==> config.mk <==
export PLATFORM = sky130hd
export DESIGN_NAME = adder_op_sequencer
export DESIGN_NICKNAME = d
export VERILOG_FILES = /design/src/rtl/adder_op_sequencer.sv
export SDC_FILE = /design/constraint.sdc
export NUM_CORES = 1
export LEC_CHECK = 0
export ABC_CLOCK_PERIOD_IN_PS = 1650
export BUFFER_PORTS_ARGS = -buffer_cell sky130_fd_sc_hd__buf_2
export CAP_MARGIN = 0
export CORE_ASPECT_RATIO = 0.5
export CORE_UTILIZATION = 30
export CTS_BUF_LIST = sky130_fd_sc_hd__clkbuf_8
export DETAILED_ROUTE_END_ITERATION = 12
export GPL_TIMING_DRIVEN = 0
export PLACE_DENSITY = 0.57
export SYNTH_ARGS = -nofsm -noshare
export SYNTH_HDL_FRONTEND = slang
export SYNTH_SLANG_ARGS = --single-unit
==> constraint.sdc <==
create_clock -name clk -period 1.65 [get_ports clk]
set_clock_uncertainty 0.2 [all_clocks]
set_input_delay 0.2475 -clock clk [delete_from_list [all_inputs] [get_ports clk]]
set_output_delay 0.2475 -clock clk [all_outputs]
set_load 0.05 [all_outputs]
==> src/rtl/adder_op_sequencer.sv <==
// Front-end controller for the 4-bit adder lab: debounces buttons, captures operands A/B
// from the switches and alternates the LED view between the adder sum and its flags.
module adder_op_sequencer #(
  parameter int W               = 4,
  parameter int DEBOUNCE_CYCLES = 4,
  parameter int DISPLAY_CYCLES  = 8
) (
  input  logic         clk,
  input  logic         reset,
  input  logic [3:0]   btn,
  input  logic [W-1:0] sw,
  input  logic [W-1:0] sum,
  input  logic         carryout,
  input  logic         overflow,
  output logic [W-1:0] opA,
  output logic [W-1:0] opB,
  output logic [W-1:0] led,
  output logic [1:0]   state
);

  typedef enum logic [1:0] {
    WAIT_A     = 2'd0,
    WAIT_B     = 2'd1,
    SHOW_SUM   = 2'd2,
    SHOW_FLAGS = 2'd3
  } state_t;

  localparam int DBW = (DEBOUNCE_CYCLES > 1) ? $clog2(DEBOUNCE_CYCLES) : 1;
  localparam int DTW = (DISPLAY_CYCLES > 1) ? $clog2(DISPLAY_CYCLES) : 1;
  localparam logic [DBW-1:0] DB_LAST = DBW'(DEBOUNCE_CYCLES - 1);
  localparam logic [DTW-1:0] DT_LAST = DTW'((DISPLAY_CYCLES > 0) ? DISPLAY_CYCLES - 1 : 0);
  localparam bit AUTO_TOGGLE = (DISPLAY_CYCLES > 0);

  logic [3:0]     db;
  logic [3:0]     db_d;
  logic [DBW-1:0] db_cnt [4];
  logic [3:0]     press;

  state_t         cur_state;
  logic [DTW-1:0] timer;
  logic           show;

  // Each button must disagree with its debounced level for DEBOUNCE_CYCLES
  // consecutive samples before the level flips; any agreeing sample restarts the count.
  // NOTE: all sequential state uses non-blocking assignments so every read in the
  // block sees the pre-edge value regardless of statement order.
  always_ff @(posedge clk or posedge reset) begin
    if (reset) begin
      db   <= '0;
      db_d <= '0;
      for (int i = 0; i < 4; i++) db_cnt[i] <= '0;
    end else begin
      db_d <= db;
      for (int i = 0; i < 4; i++) begin
        if (btn[i] == db[i]) begin
          db_cnt[i] <= '0;
        end else if (db_cnt[i] == DB_LAST) begin
          db[i]     <= ~db[i];
          db_cnt[i] <= '0;
        end else begin
          db_cnt[i] <= db_cnt[i] + 1'b1;
        end
      end
    end
  end

  assign press = db & ~db_d;
  assign show  = cur_state[1];
  assign state = cur_state;

  // One press per cycle is acted on: load A > load B > flags > sum; a press beats the auto-toggle.
  always_ff @(posedge clk or posedge reset) begin
    if (reset) begin
      cur_state <= WAIT_A;
      opA       <= '0;
      opB       <= '0;
      led       <= '0;
      timer     <= '0;
    end else begin
      unique case (cur_state)
        WAIT_A, WAIT_B: led <= sw;
        SHOW_SUM:       led <= sum;
        SHOW_FLAGS:     led <= W'({overflow, carryout});
      endcase

      if (press[0]) begin
        opA       <= sw;
        cur_state <= WAIT_B;
        timer     <= '0;
      end else if (press[1] && cur_state != WAIT_A) begin
        opB       <= sw;
        cur_state <= SHOW_SUM;
        timer     <= '0;
      end else if (press[3] && show) begin
        cur_state <= SHOW_FLAGS;
        timer     <= '0;
      end else if (press[2] && show) begin
        cur_state <= SHOW_SUM;
        timer     <= '0;
      end else if (show && AUTO_TOGGLE) begin
        if (timer == DT_LAST) begin
          timer     <= '0;
          cur_state <= (cur_state == SHOW_SUM) ? SHOW_FLAGS : SHOW_SUM;
        end else begin
          timer <= timer + 1'b1;
        end
      end else begin
        timer <= '0;
      end
    end
  end

endmodule
==> reports/results.env <==
CLOCKBUFFERDEPTH=2
ANTENNA_CELLS_INSERTED=0
OVERFLOW=0
WORSTPATHMAXFANOUT=3
START_UTIL=0.329
CRIT_ARRIVAL_NS=1.54
AREA.GROWTH.SYNTH_TO_FINAL_PCT=30.9
SETUP_SLACK_NS=0.0974
STATUS='completed'
REMAINING_DRC_ERRORS=0
ROUTED-VIA-COUNT=908
GRT_FIRST_PASS_WIRELENGTH_UM=4250
SYN_NETS=130
MAXCLOCKFREQUENCY_MHz=644
TIMING.SETUP.TNS_NS=0
SWITCHING_POWER_mW=1.52
POWER.INTERNAL_mW=2.10
DETAILEDPLACE.WORSTSLACK_NS=-0.0791
SYNTHSIMPLEGATEAREAFRAC=0.165
MAPPEDNETLISTAREA_UM2=1350
FINAL_CELL_COUNT_WITHOUT_FILLERS=206
NETLIST-CELL-TYPE-COUNT=23
R2R_START='timer[0]$_DFF_PP0_'
CTS_TREE='built'
PLACE_CONGESTION=0.663
SETUP-VIOLATIONS-FINAL=0
P_LEAK_nW=0.839
CP.REQUIRED_NS=1.64
SYNTH_ADDER_AREA_SHARE=0.0556
REG2REG_DEPTH=5
CP-STARTPOINT='timer[0]$_DFF_PP0_'
RRSETUPSLACK_NS=0.1
CTS_BUFFERS=5
DIEWIDTH_UM=96.9
FINALMAXSLEWVIOLATIONS=0
POWER-PER-CELL-AREA_nW_PER_UM2=2050
SYNTH-XOR-AREA-SHARE=0.0259
CRIT_PATH_START_KIND='flip-flop'
SYNTH.AVG_CELL_AREA_UM2=12.5
POST_SYNTHESIS_COMPOUND_GATE_AREA_FRACTION=0.0407
CAP_VIOLATIONS=0
SYNTHESIS.YOSYS.WARNINGS=0
IOS=30
CTS_SINKS=33
POWER.SHARE.SWITCHING=0.420
GRT_MAX_DEGREE=34
SYNTH_MUX_AREA_FRAC=0.0815
NUM-NETS-FINAL=173
GLOBAL_ROUTE.USAGE.MET1=0.148
GRT_PASS1_VIAS=933
POWER.IR.VDD_WORST_uV=561
GRT_USE_TOTAL=0.113
POST-DP-HPWL_UM=1700
ANTENNA_FOUND_INITIAL=0
DETAIL-ROUTE-ANTENNA-NETS=0
DETAIL_ROUTE.VIAS_PER_CELL=4.41
NETLIST_INSTANCES=108
DIE_AREA_UM2=4790
TIGHTEST_SLEW_NS=0.548
DRT_FIRST_PASS_ITERS=4
SEQUENTIAL_ELEMENT_SHARE_OF_THE_SYNTHESIZED_AREA=0.611
CLOCK_INSERTION_DELAY_WORST_SKEW_NS=0.28
HOLD_VIOL_FINAL=0
GLOBAL_ROUTE.PEAK_USAGE_LAYER='met2'
HOLD_PATH_CLASS='in2reg'
CRITICALPATHCATEGORY='reg2reg'
WORSTSETUPENDPOINT='state[0]$_DFFE_PP0P_'
HTREE_LEVELS=2
DIE_H_UM=49.5
SYNTH.FF_LATCH_COUNT=33
SEQUENTIAL_CELL_FRACTION_OF_TOTAL_POWER=0.374
TOTALPOWERFINAL_mW=3.62
GR-USAGE-MET3=0.0326
CTS_ROOT_BUF='sky130_fd_sc_hd__clkbuf_8'
CLK_TRANSITION_REPORTED_PATHS_NS=0.07
DETAILED_ROUTE_ITER0_VIOLATIONS=24
ENDPOINT_KIND='flip-flop'
COMB_POWER_SHARE=0.444
ROW_COUNT=16
SYNTH_TOP_FAMILY_BY_AREA='simple AND/OR/NAND/NOR gates'
UNREPAIRED_SETUP_ENDPOINTS_AFTER_GLOBAL_ROUTING='false'
FIN_CRIT_SHARE=0.941
WIRE_PER_INST_UM=11.6
DPL.CELL_COUNT=191
CLOCK_POWER_SHARE=0.183
TIMING.MAX_SLEW.REL_SLACK=0.632
NUMPORTBUFFERS=29
DRT-TOTAL-WL_UM=2400
PERIOD_NEEDED_NS=1.55
FLOORPLAN.CORE_AREA_UM2=4100
DRIVE_GT1_FRAC=0.382
ENDPOINT_OF_THE_WORST_REGISTER_TO_REGISTER_PATH='state[0]$_DFFE_PP0P_'
USE_MET2=0.178
-- what timing repair did --
action / CTS / global route
setup endpoints to repair: 1 / 5
setup buffers: 2 / 1
gates resized for setup: 2 / 1
endpoints found under the hold margin: 2 / 12
pin swaps: 1 / 5
hold buffers: 2 / 1
-- synthesized netlist by cell type (all sizes together) --
cell type | instances | area, um^2
mux2i | 2 | 20.0
nor4 | 1 | 12.5
clkbuf | 1 | 3.75
or3 | 1 | 11.3
nand2 | 13 | 48.8
o41a | 1 | 11.3
nand3 | 1 | 5.00
ha | 6 | 75.1
nand2b | 2 | 12.5
nor2b | 9 | 63.8
nor3 | 7 | 46.3
o2111ai | 1 | 8.76
inv | 5 | 18.8
dfrtp | 33 | 826
o21ai | 4 | 20.0
a21oi | 3 | 15.0
mux2 | 8 | 90.1
xnor2 | 4 | 35.0
or4 | 1 | 7.51
nor2 | 4 | 15.0
buf | 1 | 5.00
-- flip-flops by register name, indices dropped and copies added (netlist names) --
| name | cells |
|---|---|
| db | 4 |
| timer | 3 |
| db_d | 4 |
| db_cnt | 8 |
| opB | 4 |
| opA | 4 |
| state | 2 |
| led | 4 |
-- worst min path at each step --
stage	start	end	slack (ns)	cells past startpoint
after floorplan	sw[0]	opA[0]$_DFFE_PP0P_	0.15	2
after global placement	db[2]$_DFFE_PP0P_	db_d[2]$_DFF_PP0_	0.22	0
after detailed placement	db[3]$_DFFE_PP0P_	db_d[3]$_DFF_PP0_	0.23	0
after CTS	sw[0]	opA[0]$_DFFE_PP0P_	0.0005	3
after global routing	sw[0]	opA[0]$_DFFE_PP0P_	0.005	3
final	sw[0]	opA[0]$_DFFE_PP0P_	0.007	3
-- placed cells by master, fill, tap and decap left out, drive strengths merged --
cell         count
or3              1
clkbuf           8
inv              4
buf             34
nand2           13
dlygate4sd3      3
mux2i            2
a21oi            3
dfrtp           33
nand3            1
clkinv           2
nor3             7
xnor2            4
or4              1
nor4             1
nand2b           2
o41a             1
o2111ai          1
nor2             4
ha               6
nor2b            9
o21ai            4
mux2             8
-- power groups by stage --
stage	Sequential, mW	Clock [mW]	Combinational (mW)
2_1_floorplan	1.90	0	0.717
6_report	1.35	0.662	1.61
5_1_grt	1.41	0.721	1.76
3_3_place_gp	1.36	0	1.57
3_5_place_dp	1.37	0	1.60
4_1_cts	1.36	0.674	1.62
-- cell families (layout without fill, tap and decap cells) --
family	count (synthesis)	count (layout)
mux	10	10
flops	33	33
fa+ha+maj	6	6
compound gates	9	9
buf+inv	7	51
xor+xnor	4	4
simple gates	39	39
-- stage by stage --
stage                     hold slack [ns]  area (um^2)  utilization
after floorplan                     0.153         1360            -
after global placement              0.219         1570        0.383
after detailed placement            0.226         1570        0.383
after CTS                        0.000468         1710        0.418
after global routing              0.00527         1770        0.431
final                             0.00696         1770        0.431
-- final cells by class --
type	count	area, um^2
inverter	5	18.8
clock buffer	7	96.3
clock inverter	1	5.00
fill	384	2330
tap	54	67.6
multi-input combinational	68	513
sequential	33	828
timing repair buffer	36	225
buffer	2	15.0
-- per-layer routing --
layer | part of all wire | up-vias
li1 | - | 448
met1 | 0.47 | 437
met3 | 0.045 | 2
met4 | 0.0058 | 0
met5 | 0 | -
met2 | 0.48 | 21
-- critical path, cell delays in order, from the launching register on --
cell and delay (ns):
sky130_fd_sc_hd__dfrtp_1 0.36, sky130_fd_sc_hd__ha_2 0.20, sky130_fd_sc_hd__ha_4 0.15, sky130_fd_sc_hd__nand2_1 0.05, sky130_fd_sc_hd__or4_1 0.41, sky130_fd_sc_hd__o2111ai_1 0.11
No activity file was read; power rests on OpenSTA's default activity.
